$ cat config.mk
export PLATFORM = sky130hd
export DESIGN_NAME = isr_priority_resolver
export DESIGN_NICKNAME = d
export VERILOG_FILES = /design/src/rtl/isr_priority_resolver_pkg.sv /design/src/rtl/isr_priority_resolver_prio_encoder_rot.sv /design/src/rtl/isr_priority_resolver.sv
export SDC_FILE = /design/constraint.sdc
export NUM_CORES = 1
export LEC_CHECK = 0
export ABC_AREA = 1
export CAP_MARGIN = 25
export CORE_ASPECT_RATIO = 2
export CORE_MARGIN = 2
export CORE_UTILIZATION = 58
export DETAILED_ROUTE_END_ITERATION = 12
export MAX_ROUTING_LAYER = met4
export PLACE_DENSITY_LB_ADDON = 0.05
export SETUP_SLACK_MARGIN = 0.3
export SYNTH_ARGS = -nofsm -noshare
export SYNTH_HDL_FRONTEND = slang
export SYNTH_SLANG_ARGS = --single-unit
$ cat constraint.sdc
create_clock -name clk -period 11.1 [get_ports clk]
set_clock_uncertainty 0.1 [all_clocks]
set_input_delay 2.22 -clock clk [delete_from_list [all_inputs] [get_ports clk]]
set_output_delay 2.22 -clock clk [all_outputs]
set_load 0.02 [all_outputs]
$ cat src/rtl/isr_priority_resolver_pkg.sv
// rtl/isr_priority_resolver_pkg.sv - shared types and constants for the interrupt priority resolver
package isr_priority_resolver_pkg;

   localparam int         NUM_IR         = 8;
   localparam logic [2:0] SPURIOUS_LEVEL = 3'd7;
   localparam logic [2:0] LP_RESET       = 3'd7;

   typedef enum logic [1:0] {
      IDLE = 2'd0,
      ACK1 = 2'd1,
      ACK2 = 2'd2
   } ack_state_t;

   // Rank of a level under lowest-priority pointer lp: 0 is the highest priority.
   function automatic logic [2:0] prio_rank(input logic [2:0] level, input logic [2:0] lp);
      return level - lp - 3'd1;
   endfunction

endpackage

$ cat src/rtl/isr_priority_resolver_prio_encoder_rot.sv
// rtl/isr_priority_resolver_prio_encoder_rot.sv - rotated priority encoder, search starts at lp+1
module prio_encoder_rot
   import isr_priority_resolver_pkg::*;
(
   input  logic [NUM_IR-1:0] vector,
   input  logic [2:0]        lp,
   output logic              found,
   output logic [2:0]        level
);

   logic [2:0] idx;

   // Walk from lowest to highest priority so the highest-priority hit is written last.
   always_comb begin
      found = 1'b0;
      level = SPURIOUS_LEVEL;
      idx   = lp;
      for (int i = NUM_IR; i >= 1; i--) begin
         idx = lp + 3'(i);
         if (vector[idx]) begin
            found = 1'b1;
            level = idx;
         end
      end
   end

endmodule

$ cat src/rtl/isr_priority_resolver.sv
// rtl/isr_priority_resolver.sv - in-service/priority resolver with INTA handshake; ISR_AUTO_EOI_EN enables auto EOI
module isr_priority_resolver
   import isr_priority_resolver_pkg::*;
#(
   parameter logic [4:0] VECTOR_BASE = 5'b00001
)
(
   input  logic        clk,
   input  logic        rst_n,
   input  logic [7:0]  irr,
   input  logic [7:0]  imr,
   input  logic        inta_n,
   input  logic        eoi_valid,
   input  logic        eoi_specific,
   input  logic [2:0]  eoi_level,
   input  logic        rotate_en,
   output logic        int_out,
   output logic [7:0]  isr,
   output logic [7:0]  irr_clear,
   output logic        vector_valid,
   output logic [7:0]  vector
);

   ack_state_t state_q, state_d;
   logic       inta_q;
   logic       ack_edge;
   logic       enter_ack1;
   logic       enter_ack2;
   logic [2:0] lp_q;
   logic [2:0] lp_d;
   logic [2:0] lp_eff;
   logic [2:0] level_q;
   logic [7:0] eligible;
   logic       req_found;
   logic [2:0] req_level;
   logic       isr_found;
   logic [2:0] isr_level;
   logic [7:0] set_mask;
   logic [7:0] clr_mask;
   logic       int_out_d;
`ifdef ISR_AUTO_EOI_EN
   logic       spurious_q;
`endif

   // Fixed mode is rotating mode with the pointer parked at 7, so IR0 leads.
   assign lp_eff   = rotate_en ? lp_q : LP_RESET;
   assign eligible = irr & ~imr;
   assign ack_edge = inta_q & ~inta_n;

   prio_encoder_rot u_req_enc (
      .vector (eligible),
      .lp     (lp_eff),
      .found  (req_found),
      .level  (req_level)
   );

   prio_encoder_rot u_isr_enc (
      .vector (isr),
      .lp     (lp_eff),
      .found  (isr_found),
      .level  (isr_level)
   );

   // State register and acknowledge history.
   always_ff @(posedge clk or negedge rst_n) begin
      if (!rst_n) begin
         state_q <= IDLE;
         inta_q  <= 1'b1;
      end else begin
         state_q <= state_d;
         inta_q  <= inta_n;
      end
   end

   // Next-state logic: edges in ACK2 are ignored, ACK2 always lasts one cycle.
   always_comb begin
      state_d    = state_q;
      enter_ack1 = 1'b0;
      enter_ack2 = 1'b0;
      case (state_q)
         IDLE: begin
            if (ack_edge) begin
               state_d    = ACK1;
               enter_ack1 = 1'b1;
            end
         end
         ACK1: begin
            if (ack_edge) begin
               state_d    = ACK2;
               enter_ack2 = 1'b1;
            end
         end
         ACK2:    state_d = IDLE;
         default: state_d = IDLE;
      endcase
   end

   // In-service set/clear masks and pointer update; clears see the pre-cycle isr, set wins.
   always_comb begin
      set_mask = 8'h00;
      clr_mask = 8'h00;
      lp_d     = lp_q;
      if (enter_ack1 && req_found) begin
         set_mask[req_level] = 1'b1;
      end
`ifdef ISR_AUTO_EOI_EN
      if (state_q == ACK2 && !spurious_q && isr[level_q]) begin
         clr_mask[level_q] = 1'b1;
         if (rotate_en) begin
            lp_d = level_q;
         end
      end
`endif
      if (eoi_valid) begin
         if (eoi_specific) begin
            if (isr[eoi_level]) begin
               clr_mask[eoi_level] = 1'b1;
               if (rotate_en) begin
                  lp_d = eoi_level;
               end
            end
         end else if (isr_found) begin
            clr_mask[isr_level] = 1'b1;
            if (rotate_en) begin
               lp_d = isr_level;
            end
         end
      end
   end

   // Request the CPU only in IDLE and only when the winner outranks everything in service.
   always_comb begin
      int_out_d = 1'b0;
      if (state_q == IDLE && !ack_edge && req_found) begin
         if (!isr_found) begin
            int_out_d = 1'b1;
         end else if (prio_rank(req_level, lp_eff) < prio_rank(isr_level, lp_eff)) begin
            int_out_d = 1'b1;
         end
      end
   end

   // In-service register and lowest-priority pointer.
   always_ff @(posedge clk or negedge rst_n) begin
      if (!rst_n) begin
         isr  <= 8'h00;
         lp_q <= LP_RESET;
      end else begin
         isr  <= (isr & ~clr_mask) | set_mask;
         lp_q <= lp_d;
      end
   end

   // Registered outputs and the level frozen at the first acknowledge.
   always_ff @(posedge clk or negedge rst_n) begin
      if (!rst_n) begin
         int_out      <= 1'b0;
         irr_clear    <= 8'h00;
         vector_valid <= 1'b0;
         vector       <= 8'h00;
         level_q      <= 3'd0;
      end else begin
         int_out      <= int_out_d;
         irr_clear    <= set_mask;
         vector_valid <= enter_ack2;
         if (enter_ack1) begin
            level_q <= req_found ? req_level : SPURIOUS_LEVEL;
         end
         if (enter_ack2) begin
            vector <= {VECTOR_BASE, level_q};
         end
      end
   end

`ifdef ISR_AUTO_EOI_EN
   // Remember a spurious grant so auto EOI does not clear a genuine IR7.
   always_ff @(posedge clk or negedge rst_n) begin
      if (!rst_n) begin
         spurious_q <= 1'b0;
      end else if (enter_ack1) begin
         spurious_q <= !req_found;
      end
   end
`endif

endmodule

After elaboration in Yosys (flattened, before gate mapping):

Index checks and enable logic that the tools add are counted.
W data, S select, Z words.

* add/subtract/negate cells: 11
* $lt $le $gt $ge: 15
* equality and inequality tests: 4
* muxes and demuxes: 93
* bitwise gates (word level): 7
* reduce and logical (&&, ||, !) cells: 11

Operator list (number)
* $mux W3: 23
* $bmux W1 S3: 17
* $lt A3 B4 Y1 const B: 11
* $mux W1: 42
* $mux W8: 5
* $and A8 B8 Y8: 2
* $not A8 Y8: 2
* $add A3 B3 Y3 const B: 4
* $demux W1 S3: 3
* $ge A3 B1 Y1 const B: 3
* $or A8 B8 Y8: 1
* $add A3 B2 Y3 const B: 2
* $logic_and A1 B1 Y1: 6
* $sub A3 B1 Y3 const B: 2
* $sub A3 B3 Y3: 2
* $mux W2: 2
* $ne A2 B2 Y1 const B: 2
* $pmux W2 S2: 1
* $reduce_and A4 Y1: 1
* $add A3 B1 Y3 const B: 1
* $lt A3 B3 Y1: 1
* $eq A2 B1 Y1 const B: 1
* $logic_not A2 Y1: 1
* $ne A2 B1 Y1 const B: 1
* other kinds (5): 5

* register bits after elaboration: 31
* bits of input ports: 25
* output and inout bits: 26
* word-level logic and storage cells: 150

Depth between registers and ports, before layout:

Gate-level depths: netlist of run 1.

* depth after elaboration: 21
* depth in mapped cells: 30

Hierarchy:

A second synthesis of run 1 with hierarchy kept.

* cell total of the unflattened synthesis: 495
* area, all modules: 3221.8 um2

By module, submodules not included
* isr_priority_resolver: instances 1, cells each 235, area an instance 1845.5 um2
* prio_encoder_rot: instances 2, cells each 130, area an instance 688.2 um2

Least setup slack after synthesis of run 1:

Ideal clock, no wire load.

* path type: input -> register
* from: input port rotate_en
* to: register int_out
* arrival: 5178 ps
* data required time: 10935 ps
* slack: 5757 ps
* stages on the path: 23
* path buffers: 2
* cells stage by stage: buf_4 > nand2_4 > buf_2 > ha_1 > inv_1 > mux2i_1 > nand2_1 > nand2_1 > inv_2 > nand2_1 > nand2_1 > nand2_1 > nand2_1 > nand2_1 > nand2_1 > nand2_1 > inv_2 > ha_1 > ha_1 > ha_1 > a21o_1 > a21oi_1 > o211a_1

* longest elaborated chain between the ends: 17
* elaborated cells between the ends (all ways): 81
* classes of those cells: add/sub: 11; order compare: 1; mux: 68; reduce/logical: 1

RTL lines
* start: declaration: line isr_priority_resolver.sv:16 `input logic rotate_en,`
* $mux W3 (*): line isr_priority_resolver.sv:46 `assign lp_eff = rotate_en ? lp_q : LP_RESET;`
* $add A3 B3 Y3 / $bmux W1 S3 (equally long branches): line isr_priority_resolver_prio_encoder_rot.sv:19, isr_priority_resolver_prio_encoder_rot.sv:20
* $bmux W1 S3 / $mux W1 (equally long branches): line isr_priority_resolver_prio_encoder_rot.sv:20 `if (vector[idx]) begin`
* $mux W1 (implied by the code) / $mux W3 (equally long branches): line isr_priority_resolver_prio_encoder_rot.sv:20
* $mux W3 (7 in a row): line isr_priority_resolver_prio_encoder_rot.sv:20
* $sub A3 B3 Y3: line isr_priority_resolver_pkg.sv:16 `return level - lp - 3'd1;`
* $sub A3 B1 Y3: line isr_priority_resolver_pkg.sv:16
* $lt A3 B3 Y1: line isr_priority_resolver.sv:137 `end else if (prio_rank(req_level, lp_eff) < prio_rank(isr_level, lp_eff)) begin`
* $mux W1: line isr_priority_resolver.sv:137
* $mux W1: line isr_priority_resolver.sv:135 `if (!isr_found) begin`
* $mux W1 (*): line isr_priority_resolver.sv:134 `if (state_q == IDLE && !ack_edge && req_found) begin`
* via int_out_d: line isr_priority_resolver.sv:40 `logic int_out_d;`
* end signal: assignment: line isr_priority_resolver.sv:163 `int_out <= int_out_d;`
* end: declaration: line isr_priority_resolver.sv:17 `output logic int_out,`

The timed path passes the listed nets; every way through them passes the cells marked *. The select of a mux whose other input is x is not followed.
A chain may end at the register's enable or synchronous reset.

Final worst setup path of run 1:

Same ends and word-level chain as after synthesis.

==> results of run 1 <==
area by class of cell:
| cell class | instances | share of cell area (%) |
|---|---|---|
| Timing Repair Buffer | 47 | 13.32 |
| Clock inverter | 2 | 0.9972 |
| Multi-Input combinational cell | 378 | 50.46 |
| Tap cell | 57 | 2.030 |
| Clock buffer | 6 | 2.350 |
| Sequential cell | 31 | 22.22 |
| Inverter | 80 | 8.618 |
report_power, final:
group	switching [mW]	internal (mW)
clock network	0.0429	0.0725
registers	0.0334	0.154
logic	0.585	0.288
sequential cells by signal, indices dropped and copies added, names as in the netlist:
| register | count |
|---|---|
| irr_clear | 8 |
| level_q | 3 |
| isr | 8 |
| state_q | 2 |
| vector | 4 |
| inta_q | 1 |
| lp_q | 3 |
| vector_valid | 1 |
| int_out | 1 |
worst paths after layout:
kind	cells after the start	to	slack, ns	from
min in group asynchronous	2	irr_clear[2]$_DFF_PN0_	2.23	rst_n
hold reg to reg	2	vector[2]$_DFFE_PN0P_	0.40	vector[2]$_DFFE_PN0P_
setup reg to reg	23	int_out$_DFF_PN0_	7.08	lp_q[0]$_DFFE_PN1P_
max in group asynchronous	2	inta_q$_DFF_PN1_	8.34	rst_n
hold / removal	2	vector[2]$_DFFE_PN0P_	0.40	vector[2]$_DFFE_PN0P_
setup / recovery	24	int_out$_DFF_PN0_	4.51	rotate_en
cell usage after synthesis, types with 5 or more instances:
cell       n
inv_1     68
nand2_1  197
buf_4      6
nand2_2    5
nor2_1    21
ha_1       7
a21oi_1   13
o21ai_1   15
nand3_1   65
inv_2     10
o21ai_0    8
dfrtp_1   27
nand4_1   16
worst max-delay path, cell delays in order:
cell and delay [ns]:
clkdlybuf4s50_1 0.95, inv_4 0.10, nor2_2 0.36, o21ai_0 0.21, o21ai_0 0.63, nand2_1 0.14
o21a_1 0.18, nor2_1 0.09, nand2_1 0.06, nand2_1 0.07, nand2_1 0.05, nand2_1 0.08
nand2_1 0.04, nand2_1 0.05, nand2_1 0.07, nand2_2 0.14, nand2_1 0.06, nand2_1 0.06
inv_1 0.04, ha_1 0.31, ha_1 0.31, a21o_1 0.18, a21oi_1 0.13, o211a_1 0.17
through the flow:
step | utilization [%] | cell area [µm²] | hold WS [ns]
finish | 72.22 | 3513 | 0.3999
global route | 72.22 | 3513 | 0.4310
CTS | 72.22 | 3513 | 0.4082
detailed placement | 69.80 | 3396 | 0.3578
global placement | 69.80 | 3396 | 0.3504
floorplan | - | 2954 | 0.3422
cells by family after synthesis:
family / count (synthesis) / synth area share (%)
simple gates: 316 / 46.51
fa+ha+maj: 7 / 2.976
compound gates: 47 / 8.972
xor+xnor: 2 / 0.5953
mux: 2 / 0.6803
other cells: 1 / 0.1274
buf+inv: 95 / 13.60
flops: 31 / 26.53
routing by layer:
layer  vias up  wire length [µm]  global-route usage [%]
met3        70               676                   13.43
met4         0               702                   29.11
met2       179              5020                   61.27
met1      1522              3002                   37.15
li1       1671                 -                       -
met5         -                 0                       -
==> flow_summary.json, run 1 <==
{
  "synth_top_flop_cell": "dfrtp_1",
  "finalSetupViolCount": 0,
  "cts_tree": "done",
  "syn_area_mm2": 0.002943,
  "cts_buffers": 5,
  "grt_max_degree": 32,
  "fillers": 427,
  "cts.hold.buffers_added": 0,
  "rsz0062_at_grt": "no",
  "wl_per_cell_um": 15.64,
  "ys_top_cells_by_area": "nand2_1 (25%), dfrtp_1 (23%), nand3_1 (11%), inv_1 (8.7%), dfstp_2 (3.6%)",
  "layout_commonest_cell": "nand2_1",
  "period_share_pct": 59.33,
  "fmax_mhz": 151.9,
  "status": "complete, no violations",
  "slew_headroom_pct": 49.68,
  "synth_edf_count": 0,
  "remaining_drc_errors": 0,
  "path_class": "in -> reg",
  "hold_viol_final": 0,
  "regArea_um2": 780.7,
  "first_iter_violations": 180,
  "synth.yosys.warnings": 0,
  "globalplace.congestion": 0.9926,
  "antenna_left": 0,
  "crit_required_ns": 11.23,
  "vdd_drop_max_mv": 0.2520,
  "worst_slew_pin_slew_ns": 0.7469,
  "slew_viol_final": 0,
  "htreeDepth": 2,
  "core-area_mm2": 0.004865,
  "cts.path.max_buffers": 2,
  "die-height_um": 104.7,
  "antenna_cells": 0,
  "finalCriticalPeriod_ns": 6.585,
  "post_cts_resized": 0,
  "cp-end-kind": "flip-flop",
  "syn_inst": 501,
  "grt_pass1_wl_um": 16010,
  "drt-vias-per-instance": 5.727,
  "multiInputGateArea_mm2": 0.001773,
  "place.port_buffers": 46,
  "io_pins": 51,
  "antenna_found_initial": 0,
  "min_path_type": "reg -> reg",
  "synthArstFlopShare_pct": 100.0,
  "p_total_mw": 1.176,
  "wl_um": 9401,
  "synth_cell_type_count": 37,
  "yosysTopAreaCellShare_pct": 25.13,
  "initial_utilization_pct": 60.49,
  "drive_gt1_share_pct": 6.801,
  "dieArea_mm2": 0.005694,
  "clk_latency_ns": 0.29,
  "pre_cts_slack_ns": 4.443,
  "post_cts_buffers": 0,
  "syn2layout_area_growth_pct": 19.39,
  "setup_slack_ns": 4.515,
  "p_per_area_mw_per_mm2": 334.6,
  "avgSynthCellArea_um2": 5.874,
  "arrival_ns": 6.72,
  "dp.cells": 593,
  "start_kind": "primary input",
  "clkSinkCount": 31,
  "vias": 3442,
  "fin_cells": 601,
  "leakage_nw": 2.025,
  "crit_fanout": 18,
  "row_count": 36,
  "finalSetupTns_ns": 0,
  "synth-seq-area-share_pct": 26.53,
  "yosysTopAreaCell": "nand2_1",
  "root_buffer": "clkbuf_8",
  "finalNetCount": 575,
  "grt_pass1_vias": 3395,
  "grt_usage_pct": 39.13,
  "clkTransAtPathRegs_ns": 0.07,
  "mostFrequentLayoutCells": "nand2_1 (197), inv_1 (68), nand3_1 (65), clkdlybuf4s50_1 (46), dfrtp_1 (27)",
  "dp.final_hpwl_um": 7418,
  "grt_overflow": 0,
  "die_x_um": 54.37,
  "dr.pass1.iters": 5,
  "drv_cap": 0,
  "ys_ff_latch": 31
}
Note: power is estimated with default switching activity, not from simulation.
==> run 2: changes to the inputs <==
- CORE_UTILIZATION: 58 -> 54
- clock period: 11.1 -> 6.5 ns (I/O delays scaled with it)
==> flow_summary.json, run 2 (synthesis results as in run 1) <==
{
  "status": "complete, no violations",
  "wl_um": 8173,
  "critPathBufInv": 3,
  "finalSetupViolCount": 0,
  "fillers": 511,
  "row_count": 38,
  "initial_utilization_pct": 55.26,
  "reg2reg_from": "lp_q[0]$_DFFE_PN1P_",
  "post_cts_resized": 0,
  "hold_ws_ns": 0.3763,
  "clkTransAtPathRegs_ns": 0.06,
  "globalplace.congestion": 0.9622,
  "cp_cell_sequence": "clkdlybuf4s50_1 -> nand2_2 -> ha_1 -> inv_1 -> mux2i_1 -> nand2_1 -> nand2_1 -> a21oi_1 -> o21ai_1 -> nand2_1 -> nand2_1 -> nand2_1 -> nand2_1 -> nand2_1 -> nand2_2 -> nand2_1 -> nand2_1 -> inv_1 -> ha_1 -> ha_1 -> a21o_1 -> a21oi_1 -> o211a_1",
  "grt_overflow": 0,
  "syn2layout_area_growth_pct": 18.88,
  "worst_r2r_path_depth": 23,
  "cp-end-kind": "flip-flop",
  "cpPeakStageDelay_ns": 0.80,
  "grt_usage_pct": 28.37,
  "post_cts_buffers": 0,
  "dieArea_mm2": 0.006092,
  "start_kind": "primary input",
  "grt_max_degree": 32,
  "grt_pass1_wl_um": 13570,
  "antenna_cells": 0,
  "clkSinkCount": 31,
  "multiInputGateArea_mm2": 0.001773,
  "dp.final_hpwl_um": 6329,
  "die-height_um": 108.4,
  "clk_latency_ns": 0.28,
  "dr.pass1.iters": 5,
  "cp_common_cell": "nand2_1",
  "leakage_nw": 2.017,
  "cts.path.max_buffers": 2,
  "critPathTopFamily": "simple AND/OR/NAND/NOR gates",
  "period_share_pct": 81.02,
  "remaining_drc_errors": 0,
  "io_pins": 51,
  "cts.hold.buffers_added": 0,
  "top_regs": "irr_clear (8), isr (8), vector (4)",
  "drive_gt1_share_pct": 6.789,
  "slew_headroom_pct": 64.62,
  "wl_per_cell_um": 13.51,
  "critPathSlowestCell": "clkdlybuf4s50_1",
  "die_x_um": 56.20,
  "holdPathEnd": "vector[3]$_DFFE_PN0P_",
  "mostFrequentLayoutCells": "nand2_1 (197), inv_1 (68), nand3_1 (65), clkdlybuf4s50_1 (46), dfrtp_1 (27)",
  "rsz0062_at_grt": "no",
  "crit_fanout": 14,
  "worst_slew_pin_slew_ns": 0.5291,
  "place.port_buffers": 46,
  "regArea_um2": 780.7,
  "hp-start": "vector[3]$_DFFE_PN0P_",
  "slew_viol_final": 0,
  "vias": 3282,
  "vdd_drop_max_mv": 0.4774,
  "core-area_mm2": 0.005325,
  "cts_buffers": 5,
  "crit_required_ns": 6.62,
  "antenna_found_initial": 0,
  "first_iter_violations": 229,
  "finalCriticalPeriod_ns": 5.267,
  "finalSetupTns_ns": 0,
  "finalNetCount": 576,
  "p_per_area_mw_per_mm2": 548.1,
  "min_path_type": "reg -> reg",
  "r2r_end": "int_out$_DFF_PN0_",
  "cts_tree": "done",
  "layout_commonest_cell": "nand2_1",
  "htreeDepth": 2,
  "arrival_ns": 5.38,
  "grt_pass1_vias": 3052,
  "fmax_mhz": 189.9,
  "antenna_left": 0,
  "reg2reg_slack_ns": 2.52,
  "drv_cap": 0,
  "hold_viol_final": 0,
  "drt-vias-per-instance": 5.425,
  "root_buffer": "clkbuf_8",
  "whs_path_depth": 1,
  "path_class": "in -> reg"
}
## run 2: cell type report
class / count / share of cell area [%]
Multi-Input combinational cell: 378 / 50.68
Tap cell: 60 / 2.146
Inverter: 80 / 8.655
Sequential cell: 31 / 22.32
Clock inverter: 1 / 0.1431
Timing Repair Buffer: 48 / 13.59
Clock buffer: 7 / 2.468
## run 2: worst max-delay path by stage
| stage | from | endpoint | slack [ns] | cells after the start |
|---|---|---|---|---|
| floorplan | rotate_en | int_out$_DFF_PN0_ | 2.08 | 23 |
| global placement | rotate_en | int_out$_DFF_PN0_ | 1.06 | 23 |
| detailed placement | rotate_en | int_out$_DFF_PN0_ | 1.02 | 23 |
| finish | rotate_en | int_out$_DFF_PN0_ | 1.23 | 23 |
| CTS | rotate_en | int_out$_DFF_PN0_ | 1.28 | 23 |
| global route | rotate_en | int_out$_DFF_PN0_ | 0.84 | 26 |
## run 2: per-stage QoR
| stage | util [%] | power [mW] | std cells | setup slack [ns] | instance area [µm²] |
|---|---|---|---|---|---|
| floorplan | - | 1.370 | 504 | 2.077 | 2954 |
| global placement | 63.98 | 1.725 | 597 | 1.062 | 3407 |
| detailed placement | 63.98 | 1.731 | 597 | 1.018 | 3407 |
| CTS | 65.70 | 1.892 | 605 | 1.282 | 3498 |
| global route | 65.70 | 2.133 | 605 | 0.8376 | 3498 |
| finish | 65.70 | 1.917 | 605 | 1.233 | 3498 |
## run 2: power breakdown
group / switching [mW] / internal (mW) / total (mW)
combinational: 0.951 / 0.486 / 1.44
clock: 0.0674 / 0.0852 / 0.153
sequential: 0.0656 / 0.262 / 0.328
total: 1.08 / 0.834 / 1.92
## run 2: layer usage
metal,GRT usage [%],routed length (µm),vias up
met5,-,0,-
li1,-,-,1674
met3,4.426,518,19
met2,45.63,3986,134
met4,9.694,197,0
met1,36.24,3470,1455
